$ cat src/rtl/fifo_pkg.sv
// Shared definitions for the 2-bit FIFO and its downstream packer.
package fifo_pkg;

    localparam int LANE_W = 2;
    localparam int LANES  = 4;

    typedef logic [LANE_W-1:0] lane_t;

    typedef enum logic {
        COLLECT = 1'b0,
        SEND    = 1'b1
    } pack_state_e;

endpackage

$ cat src/rtl/fifo_packer_if.sv
// FIFO read port plus packed-beat output port of the packer.
// The master side is the packer, the slave side is the FIFO/consumer.
interface fifo_packer_if #(
    parameter int LANE_W = fifo_pkg::LANE_W,
    parameter int LANES  = fifo_pkg::LANES
);
    localparam int CNT_W = $clog2(LANES) + 1;

    logic                     empty;
    logic [LANE_W-1:0]        rd_data;
    logic                     rd_en;
    logic                     flush;
    logic [LANE_W*LANES-1:0]  out_data;
    logic [CNT_W-1:0]         out_count;
    logic                     out_valid;
    logic                     out_ready;
    logic [7:0]               beat_cnt;

    modport master (
        input  empty, rd_data, flush, out_ready,
        output rd_en, out_data, out_count, out_valid, beat_cnt
    );

    modport slave (
        output empty, rd_data, flush, out_ready,
        input  rd_en, out_data, out_count, out_valid, beat_cnt
    );

endinterface

$ cat src/rtl/fifo_packer.sv
// Drains a show-ahead FIFO and packs consecutive entries LSB-first into
// wide beats; a flush pulse forces out a zero-padded partial beat.
//
// state   | meaning
// --------+----------------------------------------------------------
// COLLECT | popping entries into acc lanes, idx = next lane to fill
// SEND    | out_data/out_count held, out_valid high, waiting for ready
module fifo_packer #(
    parameter int LANE_W = fifo_pkg::LANE_W,
    parameter int LANES  = fifo_pkg::LANES
) (
    input  logic              clk,
    input  logic              reset_n,
    fifo_packer_if.master     bus
);
    import fifo_pkg::*;

    localparam int IDX_W  = $clog2(LANES);
    localparam int CNT_W  = IDX_W + 1;
    localparam int DATA_W = LANE_W * LANES;
    localparam logic [IDX_W-1:0] LAST_IDX = IDX_W'(LANES - 1);

    pack_state_e        state;
    pack_state_e        state_next;
    logic [IDX_W-1:0]   idx;
    logic [DATA_W-1:0]  acc;
    logic [DATA_W-1:0]  acc_fill;
    logic [CNT_W-1:0]   fill_count;
    logic               pop;
    logic               emit;
    logic               handshake;

    // Pop/emit decode and the accumulator with the current pop merged in.
    // reset_n gates pop so rd_en stays low while reset is held.
    always_comb begin
        pop        = (state == COLLECT) && !bus.empty && reset_n;
        handshake  = (state == SEND) && bus.out_ready;
        emit       = (state == COLLECT) &&
                     ((pop && (idx == LAST_IDX)) || (bus.flush && (pop || (idx != '0))));
        fill_count = pop ? (CNT_W'(idx) + CNT_W'(1)) : CNT_W'(idx);
        acc_fill   = acc;
        for (int i = 0; i < LANES; i++) begin
            if (pop && (idx == IDX_W'(i))) begin
                acc_fill[i*LANE_W +: LANE_W] = bus.rd_data;
            end
        end
    end

    // FSM state register.
    always_ff @(posedge clk or negedge reset_n) begin
        if (!reset_n) begin
            state <= COLLECT;
        end else begin
            state <= state_next;
        end
    end

    // FSM next-state logic.
    always_comb begin
        state_next = state;
        case (state)
            COLLECT: if (emit)      state_next = SEND;
            SEND:    if (handshake) state_next = COLLECT;
            default:                state_next = COLLECT;
        endcase
    end

    // FSM outputs: pop only while collecting, beat valid only while sending.
    always_comb begin
        bus.rd_en     = pop;
        bus.out_valid = (state == SEND);
    end

    // Lane counter, accumulator and the latched output beat.
    // acc is cleared on handshake so a later partial beat is zero-padded.
    always_ff @(posedge clk or negedge reset_n) begin
        if (!reset_n) begin
            idx           <= '0;
            acc           <= '0;
            bus.out_data  <= '0;
            bus.out_count <= '0;
        end else if (state == COLLECT) begin
            if (emit) begin
                idx           <= '0;
                acc           <= acc_fill;
                bus.out_data  <= acc_fill;
                bus.out_count <= fill_count;
            end else if (pop) begin
                idx <= idx + IDX_W'(1);
                acc <= acc_fill;
            end
        end else if (handshake) begin
            acc <= '0;
        end
    end

    // Completed-handshake counter, wraps naturally at 8 bits.
    always_ff @(posedge clk or negedge reset_n) begin
        if (!reset_n) begin
            bus.beat_cnt <= 8'd0;
        end else if (handshake) begin
            bus.beat_cnt <= bus.beat_cnt + 8'd1;
        end
    end

endmodule

$ cat src/flat_wrapper.sv
// flat-port wrapper written by rule: the top's interface ports become plain ports
module fifo_packer_flat import fifo_pkg::*;
#(
    parameter int LANE_W = fifo_pkg::LANE_W,
    parameter int LANES  = fifo_pkg::LANES
)
  (clk, reset_n, bus_empty, bus_rd_data, bus_flush, bus_out_ready, bus_rd_en, bus_out_data, bus_out_count, bus_out_valid, bus_beat_cnt);
  fifo_packer_if #(.LANE_W(LANE_W), .LANES(LANES)) bus_i ();
  input  logic clk;
  input  logic reset_n;
  input wire logic [$bits(bus_i.empty)-1:0] bus_empty;
  input wire logic [$bits(bus_i.rd_data)-1:0] bus_rd_data;
  input wire logic [$bits(bus_i.flush)-1:0] bus_flush;
  input wire logic [$bits(bus_i.out_ready)-1:0] bus_out_ready;
  output wire logic [$bits(bus_i.rd_en)-1:0] bus_rd_en;
  output wire logic [$bits(bus_i.out_data)-1:0] bus_out_data;
  output wire logic [$bits(bus_i.out_count)-1:0] bus_out_count;
  output wire logic [$bits(bus_i.out_valid)-1:0] bus_out_valid;
  output wire logic [$bits(bus_i.beat_cnt)-1:0] bus_beat_cnt;
  assign bus_i.empty = bus_empty;
  assign bus_i.rd_data = bus_rd_data;
  assign bus_i.flush = bus_flush;
  assign bus_i.out_ready = bus_out_ready;
  assign bus_rd_en = bus_i.rd_en;
  assign bus_out_data = bus_i.out_data;
  assign bus_out_count = bus_i.out_count;
  assign bus_out_valid = bus_i.out_valid;
  assign bus_beat_cnt = bus_i.beat_cnt;
  fifo_packer #(.LANE_W(LANE_W), .LANES(LANES)) u_core (.clk(clk), .reset_n(reset_n), .bus(bus_i));
endmodule
$ cat config.mk
export PLATFORM = sky130hd
export DESIGN_NAME = fifo_packer_flat
export DESIGN_NICKNAME = d
export VERILOG_FILES = /design/src/rtl/fifo_pkg.sv /design/src/rtl/fifo_packer_if.sv /design/src/rtl/fifo_packer.sv /design/src/flat_wrapper.sv
export SDC_FILE = /design/constraint.sdc
export NUM_CORES = 1
export LEC_CHECK = 0
export CELL_PAD_IN_SITES_DETAIL_PLACEMENT = 0
export CELL_PAD_IN_SITES_GLOBAL_PLACEMENT = 1
export CORE_UTILIZATION = 35
export DETAILED_ROUTE_END_ITERATION = 6
export GPL_TIMING_DRIVEN = 1
export PLACE_DENSITY_LB_ADDON = 0.1
export SYNTH_ARGS = -nofsm -noshare
export SYNTH_HDL_FRONTEND = slang
export SYNTH_SLANG_ARGS = --single-unit
export TNS_END_PERCENT = 10
$ cat constraint.sdc
create_clock -name clk -period 1.6 [get_ports clk]
set_input_delay 0.24 -clock clk [delete_from_list [all_inputs] [get_ports clk]]
set_output_delay 0.24 -clock clk [all_outputs]
set_load 0.005 [all_outputs]
==> impl_results.md, run 1 <==
* Ant diodes at 0
* Relative slew slack at 0.786
* Fillers at 386
* Delay-heaviest family, CP: flip-flops
* Pre-CTS WS at -0.347 ns
* CP Max Fanout at 5
* Tcrit/Tclk final at 1.00
* Global-route usage over all layers at 0.164
* Yosys warning count at 0
* H-tree depth at 2
* Mapped Cells at 132
* Max-cap violations at 0
* Yosys top cell area share at 0.505
* Antenna Violating Nets Remaining at 0
* Run status: finished, violations left
* Bufs and invs on worst path at 2
* Total core area at 4030 um2
* Critical path's slowest cell: dfrtp_1
* Die height at 67.2 um
* Grt total ovfl at 0
* Netlist cell types at 29
* Pin count of the biggest net entering global routing at 19
* First-pass GRT wire length at 5.24 mm
* Worst-margin pin slew at 0.320 ns
* Die area at 4510 um2
* Layout Area Growth over Synthesis at 41.9%
* Critical Path AT at 1.77 ns
* Final Hold Vio Count at 0
* Post-Syn Area at 1490 um2
* Initial Util at 0.369
* Sequential-to-total area share from yosys stat at 0.505
* Pwr dens at 1590 nW/um2
* VDD IR max at 0.000562 V
* Layout Cells excl Fill at 234
* DIE WIDTH at 67.2 um
* Via count at 1117
* Buffers added on ports at 27
* Vias per cell at 4.77
* Placed cells at 219
* Reg clk slew, reported paths at 0.07 ns
* Max incr delay on CP at 0.41 ns
* Clock Latency Late Sink at 0.28 ns
* IO Count at 28
* Ranking of synthesized cells by area: dfrtp_1 (51%), mux2_2 (6.8%), nand2_1 (4.5%)
* Residual DRC at 0
* Leak at 1.03 nW
* Slew Viols, Final at 0
* CTS Hold Bufs at 0
* Number of global-route vias before repair at 1129
* Critical path data required time at 1.76 ns
* Largest buffer count on any clock path at 2
* Post-DR wirelength/cell at 14.1 um
* Syn_nets at 144
* TritonCTS Buffers at 5
* Fin nets at 195
* HPWL after DPL at 2.30 mm
* Seq cells post-synth at 30
* Worst setup margin at -0.00589 ns
* Clock Skews at 0.00804 ns
* Min Clock Period, post-route at 1.61 ns
* Syn avg cell area at 11.3 um2
* CTS sink cnt at 30
* Cell taking the most area after synthesis: dfrtp_1
* Root buf cell: clkbuf_8
* Failing checks: setup timing
* RSZ-0062 raised after global routing: true
* Critical Path Sink Type: flop
* HP Class: in2async
* Cells along the critical path: inv_2 -> ha_4 -> nand2b_4 -> a21oi_4 -> buf_6 -> mux2_2
* Proportion of layout cells with a drive suffix above 1 at 0.315
* Initial DRT Pass Iterations at 4
* TritonCTS clock tree: yes
* Core Rows at 23
* Initial antenna violation count at 0
* CP Launch Type: flop
* Initial DRC count at 33
* Crit Path Category: reg2reg
* FMAX at 623 MHz
* GP Congestion at 0.843
* Final wirelength at 3.29 mm
* Final setup vio count at 1
[per-layer routing]
layer,vias to the layer above,global-route usage,wire [um]
met5,-,0,0
met2,23,0.256,1550
met3,5,0.0507,134
met4,0,0.0718,53
li1,549,-,-
met1,540,0.207,1550
[stage by stage]
step,util,total power [W],setup TNS (ns),instance area [um2],hold slack [ns]
6_report,0.524,0.00335,-0.00589,2110,0.0950
5_1_grt,0.524,0.00360,-0.277,2110,0.116
3_5_place_dp,0.476,0.00259,-3.83,1920,0.470
3_3_place_gp,0.476,0.00257,-3.58,1920,0.462
4_1_cts,0.504,0.00326,-0.519,2030,0.0997
2_1_floorplan,-,0.00196,-0.00493,1510,-0.0556
[cells in the mapped netlist]
library cell and count:
a21oi_1 4, or2_2 1, buf_6 2, mux2_2 9, a21oi_2 1, a21bo_2 3, a21boi_0 1, ha_1 5
nor2_1 2, clkbuf_1 1, xnor2_1 7, mux2_4 4, nor3b_2 1, and4_1 1, xor2_1 1, nor2b_1 3
nand4_1 2, nand2b_1 2, buf_4 1, nand2_2 2, nand3_1 6, nand2_1 18, a31o_2 1, mux2i_1 6
o21ai_1 1, o21ai_0 10, inv_1 6, dfrtp_1 30, and3_1 1
[cell type report]
type	instances	area, um2	area share
clock inverters	1	5.00	0.00237
flip-flops and latches	30	752	0.356
inverters	6	22.5	0.0107
well taps	50	62.6	0.0297
multi-input cells	92	743	0.352
clock buffers	7	86.3	0.0409
repair buffers	48	438	0.208
[power breakdown]
part	internal, W	total, W	switching [W]
clock network	0.000346	0.000632	0.000285
registers	0.00102	0.00123	0.000214
logic	0.000923	0.00149	0.000564
total	0.00229	0.00335	0.00106
[worst paths after layout]
check                                             from                      end  slack (ns)  cells after the start
worst min-delay path                           reset_n            u_core.acc[4]         0.1                      2
worst max register to register           u_core.idx[1]  u_core.bus.out_count[1]      -0.006                      6
max in group asynchronous                      reset_n            u_core.acc[0]        1.28                      2
worst max-delay path                     u_core.idx[1]  u_core.bus.out_count[1]      -0.006                      6
worst min register to register  u_core.bus.beat_cnt[7]   u_core.bus.beat_cnt[7]        0.47                      1
min in group clk                u_core.bus.beat_cnt[7]   u_core.bus.beat_cnt[7]        0.47                      1
[what timing repair did]
item                       in CTS  in global routing
resized for setup               4                 18
setup buffers                   3                  6
pin swaps                       1                  3
setup endpoints to repair      11                 13
hold endpoints to repair        0                  0
[state kept, by name, indices dropped and copies added (netlist names)]
register              flops
u_core.acc                8
u_core.bus.out_count      3
u_core.bus.out_valid      1
u_core.bus.beat_cnt       8
u_core.bus.out_data       8
u_core.idx                2
[placed cells by master, fill, tap and decap left out, drive strengths merged, types with 2 or more instances in the layout]
cell	n
dlygate4sd2	2
mux2i	6
mux2	13
buf	21
nand2b	2
a21oi	5
inv	6
nand3	6
nand2	20
xnor2	7
o21ai	11
ha	5
nor2b	3
nand4	2
clkdlybuf4s50	23
clkbuf	8
nor2	2
dfrtp	30
a21bo	3
[cells by family after synthesis]
| kind of cell | count (synthesis) | synth area share |
|---|---|---|
| AOI/OAI and AO/OA | 21 | 0.0875 |
| xor gates and xnor gates | 8 | 0.0471 |
| adders and majority gates | 5 | 0.0421 |
| buffers and inverters | 10 | 0.0379 |
| DFF | 30 | 0.505 |
| muxes | 19 | 0.149 |
| and+or+nand+nor | 39 | 0.131 |
No activity file was read; power rests on OpenSTA's default activity.
==> run 2: changes to the inputs <==
Settings changed: ABC_AREA set to 1.
==> run 2 against run 1 <==
Net effect:
- the flow finishes with violations (DRC)
- synthesized cell count grew 47%
- non-clock buffer count shrank 6
- total power grew 7.5%
- worst hold slack gained 0.38 ns
- clock skew shrank 0.00074 ns
- core utilization shrank 3.7 points
- first-iteration DRC count grew 73%
- fmax grew 4.1%
- clock power grew 17%
- critical path type is now in2out
- largest cell class unchanged
==> impl_results.md, run 2 <==
* Run status: finished, violations left
* Failing checks: DRC
* Clock Latency Late Sink at 0.29 ns
* Crit Path Category: in2out
* Yosys top cell area share at 0.454
* Initial DRT Pass Iterations at 6
* Critical Path Sink Type: primary output
* GP Congestion at 0.795
* Min Clock Period, post-route at 1.54 ns
* Via count at 1357
* Initial Util at 0.372
* CTS sink cnt at 30
* Pre-CTS WS at -0.0645 ns
* CP Max Fanout at 5
* Ys flop type: dfrtp_1
* Final Hold Vio Count at 0
* Critical Path AT at 1.30 ns
* Critical path data required time at 1.36 ns
* Residual DRC at 11
* Clock Skews at 0.00729 ns
* H-tree depth at 2
* FFs w/ async S/R, synth at 1.00
* Layout Area Growth over Synthesis at 30.8%
* Ant diodes at 0
* Reg-to-Reg Start: u_core.idx[0]
* Ranking of synthesized cells by area: dfrtp_1 (45%), nand2_1 (15%), inv_1 (5.4%)
* Netlist cell types at 19
* Final Instance Area at 2160 um2
* DIE WIDTH at 70.8 um
* HPWL after DPL at 2.67 mm
* Pwr dens at 1660 nW/um2
* Worst-margin pin slew at 0.436 ns
* Tcrit/Tclk final at 0.964
* Vias per cell at 4.68
* Fillers at 434
* FMAX at 648 MHz
* Yosys warning count at 0
* Seq cells post-synth at 30
* Total core area at 4440 um2
* Hold Startpoint: u_core.bus.out_count[2]
* TritonCTS Buffers at 5
* R2R Setup Slk at 0.18 ns
* Hold Path Depth at 2
* Seq. cell area at 752 um2
* Buffers added on ports at 27
* Synth top cells by count: nand2_1 (64), dfrtp_1 (30), inv_1 (24), nand4_1 (11), nor2_1 (11)
* Max-cap violations at 0
* Worst setup margin at 0.0575 ns
* Syn_nets at 206
* WHS Endpoint: u_core.bus.out_count[2]
* Post-Syn Area at 1660 um2
* Fin nets at 249
* Reg2Reg Capture Point: u_core.bus.out_count[1]
* PnR Total Power at 0.00360 W
* Core Rows at 24
* Initial antenna violation count at 0
* TNS Setup at 0 ns
* Mapped Cells at 194
* Number of synthesized flops with an enable pin at 0
* Die area at 5010 um2
* Post-DP Area at 2040 um2
* Sequential-to-total area share from yosys stat at 0.454
* Cell taking the most area after synthesis: dfrtp_1
* Reg clk slew, reported paths at 0.06 ns
* TritonCTS clock tree: yes
* Antenna Violating Nets Remaining at 0
* Layout Cells excl Fill at 290
* Area of the multi-input gates at 747 um2
* Biggest regs: u_core.acc x8, u_core.bus.beat_cnt x8, u_core.bus.out_data x8
* Syn avg cell area at 8.53 um2
* Final setup vio count at 0
* VDD IR max at 0.000763 V
* Slew Viols, Final at 0
* Leak at 1.11 nW
* Largest buffer count on any clock path at 2
* Die height at 70.8 um
* Final wirelength at 3.52 mm
* RSZ-0062 raised after global routing: false
* Post-DR wirelength/cell at 12.1 um
* Proportion of layout cells with a drive suffix above 1 at 0.197
* Pin count of the biggest net entering global routing at 22
* Global-route usage over all layers at 0.163
* Relative slew slack at 0.706
* R2R depth at 7
* Initial DRC count at 57
* Most common cell in the netlist: nand2_1
* Placed cells at 280
* IO Count at 28
* Most frequent cells in the layout: nand2_1 (64), dfrtp_1 (29), inv_1 (24), clkdlybuf4s50_1 (24)
* HP Class: reg2reg
* Number of global-route vias before repair at 1296
* CP Launch Type: input pin
* Grt total ovfl at 0
* First-pass GRT wire length at 6.10 mm
* Root buf cell: clkbuf_8
* Most common cell after layout, fill and taps aside: nand2_1
run 2: cell types whose count changed after synthesis, moves of 8 or more:
| cell | change |
|---|---|
| mux2_2 | -9 |
| nor2_1 | +9 |
| o21ai_2 | +10 |
| nand2_1 | +46 |
| inv_1 | +18 |
| nand4_1 | +9 |
| o21ai_0 | -8 |
run 2: cell families after synthesis:
kind of cell,count (synthesis),synth area share
buffers and inverters,32,0.0952
adders and majority gates,5,0.0378
xor gates and xnor gates,5,0.0265
AOI/OAI and AO/OA,12,0.0590
and+or+nand+nor,110,0.328
DFF,30,0.454
run 2: layer usage:
metal,part of all wire,GRT usage
met1,0.44,0.194
met5,0,0
met3,0.046,0.0470
met4,0.029,0.0844
met2,0.48,0.269
run 2: critical path, stage by stage:
cell	delay (ns)
dlygate4sd3_1	0.53
buf_2	0.17
nand2_4	0.08
inv_2	0.03
dlygate4sd2_1	0.25
run 2: cell type report:
cell class,count,share of cell area
Sequential cell,30,0.347
Multi-Input combinational cell,132,0.345
Timing Repair Buffer,42,0.183
Inverter,26,0.0451
Clock buffer,7,0.0353
Tap cell,52,0.0301
Clock inverter,1,0.0139
run 2: repair_timing:
action,in CTS,in global routing
setup buffers,1,0
gates resized for setup,3,1
setup endpoints to repair,2,2
hold endpoints to repair,4,0
pin swaps,1,0
hold buffers,2,0
run 2: worst max-delay path by stage:
| stage | startpoint | end |
|---|---|---|
| after detailed placement | bus_empty | u_core.acc[7] |
| after global placement | bus_empty | bus_rd_en |
| after floorplan | u_core.idx[0] | u_core.bus.out_count[1] |
| final | reset_n | bus_rd_en |
| after global routing | reset_n | bus_rd_en |
| after CTS | u_core.bus.beat_cnt[4] | bus_beat_cnt[4] |
run 2: power breakdown:
| part | internal, W | switching [W] |
|---|---|---|
| combinational | 0.000741 | 0.000875 |
| clock | 0.000465 | 0.000277 |
| sequential | 0.00104 | 0.000209 |
| total | 0.00224 | 0.00136 |
run 2: per-stage QoR:
step / util / hold slack [ns]
final: 0.487 / 0.472
after global routing: 0.487 / 0.498
after CTS: 0.488 / 0.480
after detailed placement: 0.458 / 0.0994
after global placement: 0.458 / 0.101
after floorplan: - / -0.0556
